<file path="src/rtl/inst_u_enc_writer_pkg.sv">
// Shared definitions for the U-type instruction encoder/writer: opcodes,
// U-type field positions, FSM state type and an opcode-select helper.
package inst_u_enc_writer_pkg;

    localparam logic [6:0] OPC_LUI   = 7'b0110111;
    localparam logic [6:0] OPC_AUIPC = 7'b0010111;

    // U-type field positions, matching the decoder side
    localparam int U_OPC_LSB = 0;
    localparam int U_RD_LSB  = 7;
    localparam int U_IMM_LSB = 12;

    typedef enum logic [1:0] {
        ST_IDLE = 2'd0,
        ST_RUN  = 2'd1,
        ST_FULL = 2'd2
    } wr_state_e;

    // Map the one-bit opcode select onto the 7-bit major opcode
    function automatic logic [6:0] u_opcode(input logic op);
        logic [6:0] opc;
        if (op) begin
            opc = OPC_AUIPC;
        end else begin
            opc = OPC_LUI;
        end
        return opc;
    endfunction

endpackage

</file>
<file path="src/rtl/inst_u_pack.sv">
// Combinational packer: {op, rd, imm} -> 32-bit U-type instruction word.
module inst_u_pack
    import inst_u_enc_writer_pkg::*;
(
    input  logic        op_i,
    input  logic [4:0]  rd_i,
    input  logic [19:0] imm_i,
    output logic [31:0] word_o
);

    // Place each field at its U-type bit position; rd=0 is encoded as given
    always_comb begin
        word_o                        = 32'h0000_0000;
        word_o[U_IMM_LSB +: 20]       = imm_i;
        word_o[U_RD_LSB  +: 5]        = rd_i;
        word_o[U_OPC_LSB +: 7]        = u_opcode(op_i);
    end

endmodule

</file>
<file path="src/rtl/inst_u_enc_writer.sv">
// U-type instruction encoder/writer: accepts {op, rd, imm} over valid/ready,
// encodes them and streams the words into instruction memory at sequential
// byte addresses through a single registered output stage.
module inst_u_enc_writer
    import inst_u_enc_writer_pkg::*;
#(
    parameter int          ADDR_W    = 10,
    parameter int unsigned BASE_ADDR = 0,
    parameter int          DEPTH     = 256
) (
    input  logic                    clk,
    input  logic                    rst,
    input  logic                    start,
    input  logic                    in_valid,
    output logic                    in_ready,
    input  logic                    in_op,
    input  logic [4:0]              in_rd,
    input  logic [19:0]             in_imm,
    output logic                    mem_we,
    input  logic                    mem_ready,
    output logic [ADDR_W-1:0]       mem_addr,
    output logic [31:0]             mem_wdata,
    output logic [$clog2(DEPTH):0]  wr_count,
    output logic                    done
);

    localparam int CNT_W = $clog2(DEPTH) + 1;
    localparam logic [ADDR_W-1:0] BASE_A = ADDR_W'(BASE_ADDR);

    wr_state_e          state_q, state_d;
    logic [ADDR_W-1:0]  addr_q, addr_d;
    logic [31:0]        wdata_q, wdata_d;
    logic               we_q, we_d;
    logic [CNT_W-1:0]   count_q, count_d;
    logic               done_q, done_d;

    logic [31:0]        packed_s;
    logic               accept_s;
    logic               drain_s;

    inst_u_pack u_pack (
        .op_i   (in_op),
        .rd_i   (in_rd),
        .imm_i  (in_imm),
        .word_o (packed_s)
    );

    // Output stage may be refilled in the same cycle it drains
    assign in_ready = (state_q == ST_RUN) && (!we_q || mem_ready);
    assign accept_s = in_valid && in_ready;
    assign drain_s  = we_q && mem_ready;

    // Next-state logic for FSM, output stage, address and word counter
    always_comb begin
        state_d = state_q;
        addr_d  = addr_q;
        wdata_d = wdata_q;
        we_d    = we_q;
        count_d = count_q;
        done_d  = done_q;

        // A completed write frees the stage and advances the address (wraps)
        if (drain_s) begin
            addr_d = addr_q + ADDR_W'(4);
            we_d   = 1'b0;
        end else begin
            addr_d = addr_q;
        end

        case (state_q)
            ST_IDLE: begin
                if (start) begin
                    state_d = ST_RUN;
                    addr_d  = BASE_A;
                    count_d = {CNT_W{1'b0}};
                    done_d  = 1'b0;
                end else begin
                    state_d = ST_IDLE;
                end
            end
            ST_RUN: begin
                done_d = 1'b0;
                if (accept_s) begin
                    we_d    = 1'b1;
                    wdata_d = packed_s;
                    count_d = count_q + CNT_W'(1);
                    if (count_q + CNT_W'(1) == CNT_W'(DEPTH)) begin
                        state_d = ST_FULL;
                    end else begin
                        state_d = ST_RUN;
                    end
                end else begin
                    state_d = ST_RUN;
                end
            end
            ST_FULL: begin
                // Run is only complete once the last word has left the stage
                done_d = !we_d;
                if (start) begin
                    state_d = ST_RUN;
                    addr_d  = BASE_A;
                    count_d = {CNT_W{1'b0}};
                    done_d  = 1'b0;
                end else begin
                    state_d = ST_FULL;
                end
            end
            default: begin
                state_d = ST_IDLE;
                we_d    = 1'b0;
                done_d  = 1'b0;
            end
        endcase
    end

    // State and output registers; reset drops any pending word
    always_ff @(posedge clk) begin
        if (rst) begin
            state_q <= ST_IDLE;
            addr_q  <= BASE_A;
            wdata_q <= 32'h0000_0000;
            we_q    <= 1'b0;
            count_q <= {CNT_W{1'b0}};
            done_q  <= 1'b0;
        end else begin
            state_q <= state_d;
            addr_q  <= addr_d;
            wdata_q <= wdata_d;
            we_q    <= we_d;
            count_q <= count_d;
            done_q  <= done_d;
        end
    end

    assign mem_we    = we_q;
    assign mem_addr  = addr_q;
    assign mem_wdata = wdata_q;
    assign wr_count  = count_q;
    assign done      = done_q;

endmodule
</file>
<file path="config.mk">
export PLATFORM = sky130hd
export DESIGN_NAME = inst_u_enc_writer
export DESIGN_NICKNAME = d
export VERILOG_FILES = /design/src/rtl/inst_u_enc_writer_pkg.sv /design/src/rtl/inst_u_pack.sv /design/src/rtl/inst_u_enc_writer.sv
export SDC_FILE = /design/constraint.sdc
export NUM_CORES = 1
export LEC_CHECK = 0
export CORE_ASPECT_RATIO = 0.7
export CORE_MARGIN = 1.5
export CORE_UTILIZATION = 42
export CTS_CLUSTER_DIAMETER = 40
export CTS_CLUSTER_SIZE = 10
export DETAILED_ROUTE_END_ITERATION = 16
export PLACE_DENSITY = 0.76
export SKIP_LAST_GASP = 1
export SLEW_MARGIN = 20
export SYNTH_ARGS = -nofsm -noshare
export SYNTH_HDL_FRONTEND = slang
export SYNTH_SLANG_ARGS = --single-unit
</file>
<file path="constraint.sdc">
create_clock -name clk -period 2.3 [get_ports clk]
set_input_delay 0.46 -clock clk [delete_from_list [all_inputs] [get_ports clk]]
set_output_delay 0.46 -clock clk [all_outputs]
set_load 0.01 [all_outputs]
</file>
==> results by group <==
Clocking
  • Clk_lat worst skew: 0.31 ns
  • CTS clk-pin slew, worst paths: 0.09 ns
  • Resize count post-CTS: 0
  • Sink Count: 48
  • Clk root buf: clkbuf_8
  • H-tree depth: 2
  • Deepest clock path buffer count: 2
  • CTS Hold Bufs: 0
  • CTS tree: done
  • CTS buffer count: 5
  • Setup repair bufs after CTS: 0

Synthesis
  • Cell count after synthesis: 254
  • Commonest cells post-synth: nand2_1, dfxtp_1, a21oi_1
  • Seq/Total Area, Yosys: 47.3%
  • Mean post-synth cell area: 8.00 um^2
  • Synth top area share: 47.3%
  • Most common cell in the synthesized netlist: nand2_1
  • Synth area leaders: dfxtp_1, nand2_1, a21oi_1
  • Mapped Area: 0.00203 mm^2
  • Synth Register Bits: 48
  • Dominant synthesized flop cell: dfxtp_1
  • Synth cell types: 38
  • Synth warn: 0
  • Post-synth EDFFs: 0
  • Area leader, netlist: dfxtp_1
  • Ys async rst share: 0%

Critical path
  • Most frequent cell on the critical path: clkdlybuf4s50_1
  • Worst Setup EP: in_ready
  • Worst R2R Setup Slack: 0.41 ns
  • Slowest cell on the critical path: clkdlybuf4s50_1
  • Capturing point of the worst reg2reg path: state_q[1]
  • Critical path arrival: 1.66 ns
  • RR Startpoint: wr_count[0]
  • Critical path endpoint category: output port
  • Critical path required time: 1.84 ns
  • Startpoint types: input port
  • Crit-path cells: clkdlybuf4s50_1 -> nor2b_1 -> nor2_1 -> clkdlybuf4s50_1
  • Largest fanout on the critical path: 3
  • Worst reg2reg path depth: 6
  • CP peak stage delay: 0.55 ns
  • CP Class: in2out
  • CP startpoint: mem_ready

Routing
  • Number of iterations in the first detailed-routing pass: 4
  • DR iter-0 viols: 88
  • DR WL/cell: 13.5 um
  • # DRC: 0
  • Vias per Instance: 5.10
  • Total wire length: 5.14 mm
  • Routed Antenna Nets: 0
  • Vias post-DR: 1,949

Layout
  • N_diodes: 0
  • Design area: 0.00295 mm^2
  • Synthesis-to-layout area growth: 45.4%
  • # nets final: 359
  • Fill count: 398
  • Layout cell share with drive strength beyond 1: 4.89%

Outcome
  • Status: finished, final reports clean

Timing
  • Setup total negative slack: 0 ns
  • Fmax: 471 MHz
  • Count of pins over their slew limit: 0
  • # setup viols final: 0
  • Unrepaired setup endpoints after global routing: no
  • Endpoints failing hold: 0
  • Clock Skew: 0.00656 ns
  • Period utilisation layout: 92.3%
  • Crit path time final: 2.12 ns

Run
  • Max-cap violations: 0

Floorplan
  • Die Ht: 61.2 um
  • Core area: 0.00448 mm^2
  • Die footprint: 0.00527 mm^2
  • Die width: 86.1 um
  • # IOs: 85
  • Initial core utilization: 45.4%
  • Rows: 20

Power
  • Peak supply drop: 321 uV
  • Leakage: 1.05 nW
  • Total power: 0.00163 W
  • Pwr/cell area: 553 mW/mm^2

GRT
  • Pin count of the biggest net entering global routing: 35
  • First-pass GRT wire length: 8.26 mm
  • Vias in the first global route: 1,717
  • GRT overflow: 0
  • Antenna violations before repair: 0
  • Total global-route track usage: 20.8%

Place
  • Post-DP Area: 0.00286 mm^2
  • IO buf count: 80
  • GP Congestion: 0.799
  • HPWL Detailed: 3.53 mm

Min path
  • Hold depth: 2
  • Hold WC Path Type: reg2reg
-- worst max-delay path: cells and delay by family --
family                 cells  cell delay, ns
and+or+nand+nor            2            0.16
buffers and inverters      2            1.04
-- cells in the final DEF (no fill, tap or decap), types with 2 or more instances in the layout --
cell type         n
ha_1              2
clkdlybuf4s50_1  80
nor2_1           19
and2_1            2
nand3b_1          3
nand2_1          59
conb_1            4
a31oi_1           3
and3_1            3
or3_1             3
nand2b_1          4
xor2_1            4
a21oi_1          36
buf_12            2
nand4_1           4
clkbuf_8          6
buf_4             3
a311oi_1          2
a211oi_1          2
nand3_1           6
nor4_1            3
xnor2_1           2
nor2b_1           2
dfxtp_1          48
o21ai_0           9
-- flip-flops by register name, indices dropped and copies added (netlist names) --
name	flops
mem_addr	8
state_q	2
mem_we	1
done	1
mem_wdata	27
wr_count	9
-- kinds of logic after synthesis --
| group | after synthesis | share of synthesized area (%) |
|---|---|---|
| fa+ha+maj | 2 | 1.23 |
| other cells | 1 | 0.185 |
| compound gates | 57 | 16.1 |
| xor+xnor | 6 | 2.59 |
| buf+inv | 24 | 5.97 |
| simple gates | 115 | 26.2 |
| flops | 48 | 47.3 |
| mux | 1 | 0.493 |
-- cell type report --
cell class	instances	area, um^2	share of cell area (%)
well taps	55	68.8	2.33
clock inverters	2	13.8	0.466
flip-flops and latches	48	961	32.5
repair buffers	85	863	29.2
inverters	1	3.75	0.127
clock buffers	6	82.6	2.80
multi-input cells	185	961	32.5
-- stage by stage --
stage	hold slack, ns	worst slack (ns)	std cells	util [%]
3_3_place_gp	0.440	0.191	374	63.8
2_1_floorplan	0.472	0.580	257	-
3_5_place_dp	0.447	0.156	374	63.8
6_report	0.456	0.176	382	65.9
5_1_grt	0.482	0.0437	382	65.9
4_1_cts	0.459	0.151	382	65.9
-- layer usage --
| metal | global-route usage, % | share of wire, % | up-vias |
|---|---|---|---|
| li1 | - | - | 994 |
| met1 | 27.1 | 47 | 890 |
| met2 | 29.7 | 41 | 58 |
| met3 | 10.2 | 10 | 7 |
| met4 | 8.53 | 1.4 | 0 |
| met5 | 0 | 0 | - |
-- power breakdown --
group	total [W]	switching [W]	internal, W
sequential	0.000870	0.0000160	0.000855
clock	0.000545	0.000298	0.000246
combinational	0.000220	0.0000974	0.000122
-- worst min path at each step --
| stage | slack [ns] | start | to |
|---|---|---|---|
| final | 0.46 | mem_wdata[30] | mem_wdata[30] |
| after global routing | 0.48 | mem_wdata[14] | mem_wdata[14] |
| after CTS | 0.46 | mem_wdata[30] | mem_wdata[30] |
| after detailed placement | 0.45 | mem_wdata[30] | mem_wdata[30] |
| after global placement | 0.44 | mem_wdata[26] | mem_wdata[26] |
| after floorplan | 0.47 | state_q[0] | done |
(Power assumes the default switching activity.)
